[config.mk]
export PLATFORM = sky130hd
export DESIGN_NAME = wb_initiator
export DESIGN_NICKNAME = d
export VERILOG_FILES = /design/src/rtl/wb_init_pkg.sv /design/src/rtl/wb_timeout_cnt.sv /design/src/rtl/wb_initiator.sv
export SDC_FILE = /design/constraint.sdc
export NUM_CORES = 1
export LEC_CHECK = 0
export ABC_AREA = 1
export BUFFER_PORTS_ARGS = -buffer_cell sky130_fd_sc_hd__buf_4
export CAP_MARGIN = 20
export CELL_PAD_IN_SITES_DETAIL_PLACEMENT = 1
export CELL_PAD_IN_SITES_GLOBAL_PLACEMENT = 2
export CORE_MARGIN = 5
export CORE_UTILIZATION = 30
export DETAILED_ROUTE_END_ITERATION = 8
export GPL_ROUTABILITY_DRIVEN = 0
export PLACE_DENSITY_LB_ADDON = 0.1
export SYNTH_ARGS = -nofsm -noshare
export SYNTH_HDL_FRONTEND = slang
export SYNTH_SLANG_ARGS = --single-unit
[constraint.sdc]
create_clock -name wb_clk_i -period 2.4 [get_ports wb_clk_i]
set_clock_uncertainty 0.1 [all_clocks]
set_input_delay 0.48 -clock wb_clk_i [delete_from_list [all_inputs] [get_ports wb_clk_i]]
set_output_delay 0.48 -clock wb_clk_i [all_outputs]
set_load 0.01 [all_outputs]
[src/rtl/wb_init_pkg.sv]
// Shared widths and FSM encoding for the Wishbone initiator.
package wb_init_pkg;

    localparam int WB_DW   = 32;
    localparam int WB_AW   = 32;
    localparam int WB_SELW = 4;
    localparam int LEN_W   = 4;

    typedef enum logic [1:0] {
        IDLE = 2'd0,
        WDAT = 2'd1,
        REQ  = 2'd2,
        RSP  = 2'd3
    } state_e;

endpackage

[src/rtl/wb_timeout_cnt.sv]
// Per-beat watchdog: counts cycles while enabled, flags the last allowed cycle.
module wb_timeout_cnt #(
    parameter int TIMEOUT = 64
) (
    input  logic clk_i,
    input  logic rst_ni,
    input  logic clear_i,
    input  logic en_i,
    output logic expired_o
);

    localparam int CW = $clog2(TIMEOUT);

    logic [CW-1:0] cnt_q, cnt_d;

    // Expired on the TIMEOUT-th enabled cycle, so the beat sees exactly TIMEOUT strobe cycles.
    assign expired_o = en_i && (cnt_q == CW'(TIMEOUT - 1));

    // Next count: restart on clear, saturate once expired.
    always_comb begin
        cnt_d = cnt_q;
        if (clear_i)
            cnt_d = '0;
        else if (en_i && !expired_o)
            cnt_d = cnt_q + CW'(1);
    end

    // Counter register.
    always_ff @(posedge clk_i or negedge rst_ni) begin
        if (!rst_ni) cnt_q <= '0;
        else         cnt_q <= cnt_d;
    end

endmodule

[src/rtl/wb_initiator.sv]
// Wishbone classic initiator: command port -> single/burst bus cycles,
// one response per beat, per-beat ack timeout.
module wb_initiator
    import wb_init_pkg::*;
#(
    parameter int TIMEOUT   = 64,
    parameter int ADDR_STEP = 4
) (
    input  logic               wb_clk_i,
    input  logic               wb_rst_ni,
    input  logic               cmd_valid,
    output logic               cmd_ready,
    input  logic               cmd_we,
    input  logic [WB_AW-1:0]   cmd_adr,
    input  logic [WB_SELW-1:0] cmd_sel,
    input  logic [LEN_W-1:0]   cmd_len,
    input  logic               wd_valid,
    output logic               wd_ready,
    input  logic [WB_DW-1:0]   wd_data,
    output logic               wbm_cyc_o,
    output logic               wbm_stb_o,
    output logic               wbm_we_o,
    output logic [WB_SELW-1:0] wbm_sel_o,
    output logic [WB_AW-1:0]   wbm_adr_o,
    output logic [WB_DW-1:0]   wbm_dat_o,
    input  logic               wbm_ack_i,
    input  logic [WB_DW-1:0]   wbm_dat_i,
    output logic               rsp_valid,
    input  logic               rsp_ready,
    output logic [WB_DW-1:0]   rsp_dat,
    output logic               rsp_err,
    output logic               rsp_last
);

    state_e             state_q;
    logic [LEN_W-1:0]   beats_q;
    logic               tmo_expired;

    assign cmd_ready = (state_q == IDLE);

    // Counter runs only while a strobe is outstanding; any other state rearms it.
    wb_timeout_cnt #(.TIMEOUT(TIMEOUT)) u_tmo (
        .clk_i     (wb_clk_i),
        .rst_ni    (wb_rst_ni),
        .clear_i   (state_q != REQ),
        .en_i      (state_q == REQ),
        .expired_o (tmo_expired)
    );

    // Command FSM with all bus and response outputs registered.
    always_ff @(posedge wb_clk_i or negedge wb_rst_ni) begin
        if (!wb_rst_ni) begin
            state_q   <= IDLE;
            beats_q   <= '0;
            wd_ready  <= 1'b0;
            wbm_cyc_o <= 1'b0;
            wbm_stb_o <= 1'b0;
            wbm_we_o  <= 1'b0;
            wbm_sel_o <= '0;
            wbm_adr_o <= '0;
            wbm_dat_o <= '0;
            rsp_valid <= 1'b0;
            rsp_dat   <= '0;
            rsp_err   <= 1'b0;
            rsp_last  <= 1'b0;
        end else begin
            case (state_q)
                IDLE: begin
                    if (cmd_valid) begin
                        wbm_we_o  <= cmd_we;
                        wbm_adr_o <= cmd_adr;
                        wbm_sel_o <= cmd_sel;
                        beats_q   <= cmd_len;
                        wbm_cyc_o <= 1'b1;
                        if (cmd_we) begin
                            wd_ready <= 1'b1;
                            state_q  <= WDAT;
                        end else begin
                            wbm_stb_o <= 1'b1;
                            state_q   <= REQ;
                        end
                    end
                end
                WDAT: begin
                    if (wd_valid) begin
                        wbm_dat_o <= wd_data;
                        wd_ready  <= 1'b0;
                        wbm_stb_o <= 1'b1;
                        state_q   <= REQ;
                    end
                end
                REQ: begin
                    // Ack takes priority over a simultaneous timeout.
                    if (wbm_ack_i) begin
                        rsp_valid <= 1'b1;
                        rsp_dat   <= wbm_we_o ? '0 : wbm_dat_i;
                        rsp_err   <= 1'b0;
                        rsp_last  <= (beats_q == '0);
                        wbm_stb_o <= 1'b0;
                        state_q   <= RSP;
                    end else if (tmo_expired) begin
                        // Abort the whole command; remaining beats are dropped.
                        rsp_valid <= 1'b1;
                        rsp_dat   <= '0;
                        rsp_err   <= 1'b1;
                        rsp_last  <= 1'b1;
                        wbm_stb_o <= 1'b0;
                        wbm_cyc_o <= 1'b0;
                        state_q   <= RSP;
                    end
                end
                RSP: begin
                    if (rsp_ready) begin
                        rsp_valid <= 1'b0;
                        if (rsp_last) begin
                            wbm_cyc_o <= 1'b0;
                            state_q   <= IDLE;
                        end else begin
                            beats_q   <= beats_q - LEN_W'(1);
                            wbm_adr_o <= wbm_adr_o + WB_AW'(ADDR_STEP);
                            if (wbm_we_o) begin
                                wd_ready <= 1'b1;
                                state_q  <= WDAT;
                            end else begin
                                wbm_stb_o <= 1'b1;
                                state_q   <= REQ;
                            end
                        end
                    end
                end
                default: state_q <= IDLE;
            endcase
        end
    end

endmodule

After elaboration in Yosys (flattened, before gate mapping)
Cells that the tools add are included.

Memories kept: 0. Output and inout port bits: 108. Word-level logic and storage cells: 103. Memory bits (writable): 0. Input bits: 111. Latch bits: 0. ROM bits: 0. Flip-flop bits (word level): 119.

$add $sub $neg: 3. Reduce and logical (&&, ||, !) cells: 20. Magnitude comparators: 0. Bitwise gates (word level): 0. Divide/modulo/power cells: 0. Multipliers: 0. Eq/ne operators: 17. Shifts and indexed selects: 0. Muxes and demuxes: 49.

Operator list (number): $mux 32 (6); $pmux 32 s2 (1); $add 32x3->32 const B (1); $mux 1 (23); $ne 2x2->1 const B (11); $mux 2 (8); $reduce_and 7->1 (2); $mux 4 (3); $mux 6 (2); $pmux 2 s4 (1); $pmux 4 s2 (1); $reduce_and 4->1 (2); $reduce_bool 2->1 (4); $add 6x1->6 const B (1); $eq 6x6->1 const B (1); $pmux 1 s3 (2); $reduce_and 2->1 (3); $reduce_and 6->1 (1); $reduce_bool 3->1 (2); $eq 2x2->1 const B (2); $logic_not 4->1 (1); $pmux 1 s4 (1); $sub 4x1->4 const B (1); $ne 3x3->1 const B (1); other kinds (7) (8).

Longest topological paths before layout
Gate-level depths: netlist (run 1).

Depth in word-level cells: 6. Mapped depth: 11.

By module
A second synthesis (run 1) with hierarchy kept.

Cells, all modules: 757. Area total of the unflattened synthesis: 6035.8 µm².

Modules (own cells, without submodules): wb_initiator (times used 1, area an instance 5631.7 µm², cells an instance 703); wb_timeout_cnt (times used 1, area an instance 404.1 µm², cells an instance 54).

Worst setup path before layout (run 1)
No wires, ideal clock.

Path type: reg2reg. Start point: register state_q[0]. End point: register wbm_adr_o[8]. Setup time: 117 ps. Clock period less this slack: 1728 ps. Cell stages (with the launch flop): 11. Setup slack: 672 ps. Data arrival time: 1510 ps. Path buffers: 1. Cell sequence: dfrtp_1 > inv_1 > ha_1 > inv_2 > a21oi_4 > nand3_4 > inv_4 > buf_6 > nand2_1 > o21ai_1 > inv_1.

Longest elaborated chain between the ends: 3.

RTL lines: start, declared (line wb_initiator.sv:35) `state_e state_q;`; start signal, assigned (line wb_initiator.sv:53) `state_q <= IDLE;`; start signal, assigned (line wb_initiator.sv:77) `state_q <= WDAT;`; start signal, assigned (line wb_initiator.sv:80) `state_q <= REQ;`; $logic_not 2->1 *; net cmd_ready (line wb_initiator.sv:12) `output logic cmd_ready,`; $ne 2x2->1 (no source line) or $reduce_bool 2->1 (tied branches); $reduce_and 4->1 (no source line); end signal, assigned (line wb_initiator.sv:71) `wbm_adr_o <= cmd_adr;`; end signal, assigned (line wb_initiator.sv:120) `wbm_adr_o <= wbm_adr_o + WB_AW'(ADDR_STEP);`; end, declared (line wb_initiator.sv:24) `output logic [WB_AW-1:0] wbm_adr_o,`.

The timed path passes the listed nets; every way through them passes the cells marked *. A chain may end at the register's enable or synchronous reset.

Worst setup path after layout (run 1)
Start point: register state_q[1]. End point: register wbm_adr_o[11].

Longest elaborated chain between the ends: 3.

RTL lines: $eq 2x2->1 or $logic_not 2->1 (tied branches) (line wb_initiator.sv:67) `case (state_q)`; $ne 2x2->1 (no source line) or $reduce_bool 2->1 (tied branches); $reduce_and 4->1 (no source line).

Several ways; a longest one is shown, not always the timed one.

==> flow_metrics.env, run 1 <==
export IMPL_ir_drop_mv=0.527
export IMPL_power_density_mw_per_mm2=1350
export IMPL_nets=1084
export IMPL_syn_avg_cell_area_sq_um=8.22
export IMPL_drv_cap=0
export IMPL_cp_common_cell="inv_1"
export IMPL_clk_path_buf_depth=2
export IMPL_cts_sinks=119
export IMPL_fp_dieW_microns=153
export IMPL_finalSetupViolations=0
export IMPL_num_rows=52
export IMPL_first_global_vias=6597
export IMPL_dieArea_sq_mm=0.0234
export IMPL_grt_pass1_wl_mm=35.2
export IMPL_ys_top_cells_by_count="nand2_1 (235), dfrtp_1 (119), nor2_1 (80)"
export IMPL_critPathCaptureType="register"
export IMPL_synth_async_reset_ratio=1.00
export IMPL_synth_seq_cells=119
export IMPL_drive_gt1_frac=0.335
export IMPL_finalPower_mw=11.6
export IMPL_cts_setup_buffers=0
export IMPL_worst_setup_path_start_kind="register"
export IMPL_drc_errors=0
export IMPL_setup_tns_ns=0
export IMPL_numCtsBuffers=17
export IMPL_fin_crit_ns=2.21
export IMPL_max_freq_ghz=0.453
export IMPL_antenna_found_initial=0
export IMPL_core_sq_mm=0.0202
export IMPL_crit_type="register to register"
export IMPL_path_cells="inv_1, ha_1, inv_2, a21oi_4, nand3_4, buf_4, o21bai_1, nand2_1, inv_1"
export IMPL_yosys_warnings=0
export IMPL_tightest_slew_ns=0.577
export IMPL_synth_seq_area_share=0.486
export IMPL_start_util=0.304
export IMPL_fillers=2466
export IMPL_cpMaxStageDelayCell="dfrtp_1"
export IMPL_run_status="finished, final reports clean"
export IMPL_synth_edf_count=0
export IMPL_cts_root_buf="clkbuf_16"
export IMPL_wire_per_inst_microns=17.3
export IMPL_holdCritPathClass="primary input to register"
export IMPL_die_h_microns=153
export IMPL_area_growth_synth_to_final_pct=40.3
export IMPL_synth_top_area_share=0.486
export IMPL_via_per_inst=4.71
export IMPL_critPathMaxStageDelay_ns=0.41
export IMPL_finalCritPeriodShare=0.920
export IMPL_n_antenna_cell=0
export IMPL_dr_pass1_iters=4
export IMPL_clock_latency_ns=0.42
export IMPL_overflow=0
export IMPL_portBuffers=218
export IMPL_synth_distinct_cells=43
export IMPL_num_io_pins=219
export IMPL_drv_slew=0
export IMPL_cp_data_arrival_time_ns=2.46
export IMPL_grt_max_degree=54
export IMPL_synth_fp_nets=864
export IMPL_slew_headroom=0.615
export IMPL_drtAntennaViolNets=0
export IMPL_worstPathRequired_ns=2.65
export IMPL_drtIter0Drc=201
export IMPL_hold_violations=0
export IMPL_netlist_instances=745
export IMPL_clk_pin_slew_worst_paths_ns=0.06
export IMPL_cts_tree="done"
export IMPL_syn_area_sq_mm=0.00612
export IMPL_dp_hpwl_mm=16.6
export IMPL_rsz0062_at_grt="false"
export IMPL_post_synth_top_count_cell="nand2_1"
export IMPL_drt_total_wl_mm=21.6
export IMPL_grt_use_total=0.187
export IMPL_min_path_cells=2
export IMPL_cts_max_level=4
export IMPL_r2r_cells=9
export IMPL_synthTopCellsByArea="dfrtp_1 (49%), nand2_1 (14%), mux2_2 (6.6%)"
export IMPL_synth_ff_type="dfrtp_1"
export IMPL_vias=5875
export IMPL_yosysTopAreaCell="dfrtp_1"
export IMPL_p_leak_nw=4.33
export IMPL_crit_fanout=21
==> cell families after synthesis <==
| kind of cell | Yosys count | share of synthesized area |
|---|---|---|
| adders and majority gates | 8 | 0.0163 |
| DFF | 119 | 0.486 |
| and+or+nand+nor | 419 | 0.291 |
| muxes | 36 | 0.0662 |
| xor gates and xnor gates | 5 | 0.00715 |
| buffers and inverters | 87 | 0.0640 |
| AOI/OAI and AO/OA | 71 | 0.0695 |
==> flip-flops by register name, indices dropped and copies added (netlist names), 2 cells and up <==
signal       count
beats_q          4
wbm_adr_o       32
u_tmo.cnt_q      6
state_q          2
wbm_sel_o        4
rsp_dat         32
wbm_dat_o       32
==> where the power goes <==
group          internal, mW  switching (mW)
Sequential             2.95           0.821
Combinational          2.40            3.09
Clock                  1.34            1.03
Total                  6.69            4.95
==> per-layer routing <==
metal,vias up,share of wire,GRT usage
met3,30,0.076,0.0647
met2,173,0.52,0.335
met4,0,0.017,0.0564
met1,2844,0.39,0.209
li1,2828,-,-
met5,-,0,0
==> critical path, delay by kind of cell (launching register included) <==
| kind | cells | cell delay [ns] |
|---|---|---|
| AOI/OAI and AO/OA | 2 | 0.35 |
| adders and majority gates | 1 | 0.33 |
| buffers and inverters | 4 | 0.58 |
| DFF | 1 | 0.41 |
| and+or+nand+nor | 2 | 0.37 |
==> metrics by stage <==
step | hold slack, ns | instances | instance area (sq um) | util | worst slack, ns
CTS | 0.172 | 1248 | 8590 | 0.426 | 0.115
detailed placement | 0.364 | 1215 | 8030 | 0.398 | 0.161
global placement | 0.357 | 1215 | 8030 | 0.398 | 0.279
finish | 0.193 | 1248 | 8590 | 0.426 | 0.191
floorplan | 0.0844 | 745 | 6120 | - | 0.672
global route | 0.179 | 1248 | 8590 | 0.426 | 0.0205
==> cell type report <==
class,instances,area (sq um),area share
Multi-Input combinational cell,539,2760,0.321
Clock buffer,17,425,0.0495
Clock inverter,15,120,0.0140
Tap cell,270,338,0.0393
Timing Repair Buffer,229,1750,0.203
Inverter,59,229,0.0266
Sequential cell,119,2980,0.347
==> path summary, 6_finish.rpt <==
kind	from	endpoint	slack (ns)
setup / recovery	state_q[1]$_DFFE_PN0P_	wbm_adr_o[11]$_DFFE_PN0P_	0.19
hold / removal	wd_data[0]	wbm_dat_o[0]$_DFFE_PN0P_	0.19
setup reg to reg	state_q[1]$_DFFE_PN0P_	wbm_adr_o[11]$_DFFE_PN0P_	0.19
hold reg to reg	wbm_stb_o$_DFFE_PN0P_	wbm_stb_o$_DFFE_PN0P_	0.37
max in group asynchronous	wb_rst_ni	wbm_we_o$_DFFE_PN0P_	0.98
min in group asynchronous	wb_rst_ni	wbm_adr_o[6]$_DFFE_PN0P_	0.50
==> what timing repair did <==
item,4_1_cts,5_1_grt
hold endpoints to repair,33,0
endpoints found under the setup margin,0,2
resized for setup,0,2
hold buffers,1,0
==> placed cells by master (no fill, tap or decap), types with 2 or more instances in the layout <==
master	instances
nor2_4	5
nor2_1	80
nand2_2	4
o22ai_2	2
inv_8	2
a31oi_1	2
nand2_1	235
or2_2	2
xor2_1	3
nand3_1	78
inv_6	5
ha_1	7
a21oi_1	14
mux2_2	36
clkinvlp_4	2
inv_1	51
clkinv_2	3
dfrtp_1	119
buf_12	2
clkinv_4	4
o21ai_1	8
inv_2	6
o21bai_1	2
clkbuf_16	17
xnor2_1	2
nor3_1	5
nor2_2	4
o21ai_0	31
o211ai_1	3
buf_4	226
nand2_4	2
Note: power is estimated with default switching activity, not from simulation.
==> run 2, diff against run 1 <==
Settings changed: CORE_UTILIZATION 30 to 31, CTS_BUF_LIST set to sky130_fd_sc_hd__clkbuf_4, MAX_ROUTING_LAYER set to met4.
==> flow_metrics.env, run 2 (synthesis gave the netlist of run 1 again) <==
export IMPL_run_status="finished, final reports clean"
export IMPL_clock_latency_ns=0.54
export IMPL_wire_per_inst_microns=16.8
export IMPL_drt_total_wl_mm=21.1
export IMPL_cp_data_arrival_time_ns=1.60
export IMPL_numCtsBuffers=17
export IMPL_clk_pin_slew_worst_paths_ns=0.14
export IMPL_ir_drop_mv=0.467
export IMPL_vias=5890
export IMPL_min_from="wd_data[31]"
export IMPL_grt_busiest_layer="met2"
export IMPL_cts_tree="done"
export IMPL_fp_dieW_microns=151
export IMPL_cts_root_buf="clkbuf_4"
export IMPL_dieArea_sq_mm=0.0227
export IMPL_p_comb_frac=0.511
export IMPL_grt_use_total=0.194
export IMPL_drv_slew=0
export IMPL_slew_headroom=0.578
export IMPL_via_per_inst=4.69
export IMPL_overflow=0
export IMPL_power_density_mw_per_mm2=1270
export IMPL_finalCritPeriodShare=0.910
export IMPL_mostFrequentLayoutCells="nand2_1 (235), buf_4 (226), dfrtp_1 (119)"
export IMPL_finalPower_mw=10.7
export IMPL_crit_type="register to output port"
export IMPL_whs_endpoint="wbm_dat_o[31]$_DFFE_PN0P_"
export IMPL_area_growth_synth_to_final_pct=37.9
export IMPL_dr_pass1_iters=4
export IMPL_drive_gt1_frac=0.331
export IMPL_timing_rr_end="wbm_adr_o[6]$_DFFE_PN0P_"
export IMPL_portBuffers=218
export IMPL_drc_errors=0
export IMPL_swShare=0.448
export IMPL_num_rows=51
export IMPL_rsz0062_at_grt="false"
export IMPL_cts_max_level=4
export IMPL_placed_area_sq_mm=0.00803
export IMPL_seqPwrFrac=0.348
export IMPL_start_util=0.315
export IMPL_final_common_cell="nand2_1"
export IMPL_crit_fanout=7
export IMPL_finalSetupViolations=0
export IMPL_dp_worst_setup_slack_ns=0.275
export IMPL_finalInstanceArea_sq_mm=0.00844
export IMPL_cts_setup_buffers=0
export IMPL_drtIter0Drc=158
export IMPL_reg_top3="rsp_dat: 32 flops, wbm_adr_o: 32 flops, wbm_dat_o: 32 flops"
export IMPL_min_path_cells=2
export IMPL_grt_max_degree=58
export IMPL_antenna_found_initial=1
export IMPL_die_h_microns=151
export IMPL_cts_sinks=119
export IMPL_r2r_start="state_q[0]$_DFFE_PN0P_"
export IMPL_p_leak_nw=4.26
export IMPL_setup_tns_ns=0
export IMPL_met1_usage=0.215
export IMPL_r2r_slack_ns=0.28
export IMPL_tightest_slew_ns=0.633
export IMPL_fin_hold_ws_ns=0.0624
export IMPL_drtAntennaViolNets=0
export IMPL_nets=1096
export IMPL_use_met3=0.0695
export IMPL_grtUsageMet2=0.329
export IMPL_setup_ws_ns=0.216
export IMPL_clk_path_buf_depth=2
export IMPL_holdCritPathClass="primary input to register"
export IMPL_internal_power_mw=5.90
export IMPL_fin_crit_ns=2.18
export IMPL_power_switching_mw=4.79
export IMPL_max_freq_ghz=0.458
export IMPL_first_global_vias=6477
export IMPL_r2r_cells=8
export IMPL_core_sq_mm=0.0195
export IMPL_worstPathRequired_ns=1.82
export IMPL_dp_hpwl_mm=16.3
export IMPL_worst_setup_path_start_kind="register"
export IMPL_grt_pass1_wl_mm=33.4
export IMPL_pwr_share_clk=0.140
export IMPL_drv_cap=0
export IMPL_num_io_pins=219
export IMPL_critPathCaptureType="output port"
export IMPL_hold_violations=0
[run 2: through the flow]
step / instances / utilization
CTS: 1244 / 0.428
global placement: 1210 / 0.412
detailed placement: 1210 / 0.412
floorplan: 745 / -
global route: 1256 / 0.434
finish: 1256 / 0.434
[run 2: worst max-delay path by stage]
stage	start	slack, ns	to
final	state_q[0]$_DFFE_PN0P_	0.22	cmd_ready
after global routing	state_q[0]$_DFFE_PN0P_	0.09	cmd_ready
after CTS	state_q[0]$_DFFE_PN0P_	0.15	cmd_ready
after detailed placement	state_q[0]$_DFFE_PN0P_	0.27	wbm_adr_o[6]$_DFFE_PN0P_
after global placement	state_q[0]$_DFFE_PN0P_	0.33	wbm_adr_o[16]$_DFFE_PN0P_
after floorplan	state_q[0]$_DFFE_PN0P_	0.67	wbm_adr_o[8]$_DFFE_PN0P_
[run 2: power groups by stage]
| stage | clock network [mW] | logic, mW | registers (mW) |
|---|---|---|---|
| after floorplan | 0 | 2.82 | 3.98 |
| after global placement | 0 | 5.39 | 3.72 |
| after global routing | 1.67 | 6.10 | 3.87 |
| final | 1.50 | 5.47 | 3.72 |
| after detailed placement | 0 | 5.57 | 3.77 |
| after CTS | 1.57 | 5.59 | 3.74 |
[run 2: per-layer routing]
| layer | wire, microns | share of wire |
|---|---|---|
| met1 | 8310 | 0.39 |
| met2 | 10700 | 0.51 |
| met3 | 1570 | 0.075 |
| met4 | 449 | 0.021 |
| met5 | 0 | 0 |
[run 2: final cells by class]
type,count,area (sq um)
tap,265,332
timing repair buffer,241,1870
multi-input combinational,539,2760
antenna,1,2.50
inverter,59,224
clock buffer,17,128
sequential,119,2980
clock inverter,15,158
fill,2374,11000
[run 2: worst max-delay path, cell delays in order, from the launching register on]
cell	delay [ns]
dfrtp_1	0.43
inv_1	0.13
ha_1	0.32
buf_4	0.18
[run 2: repair_timing]
| action | in CTS | in global routing |
|---|---|---|
| gates resized for setup | 0 | 0 |
| endpoints found under the hold margin | 25 | 11 |
| hold buffers | 2 | 11 |
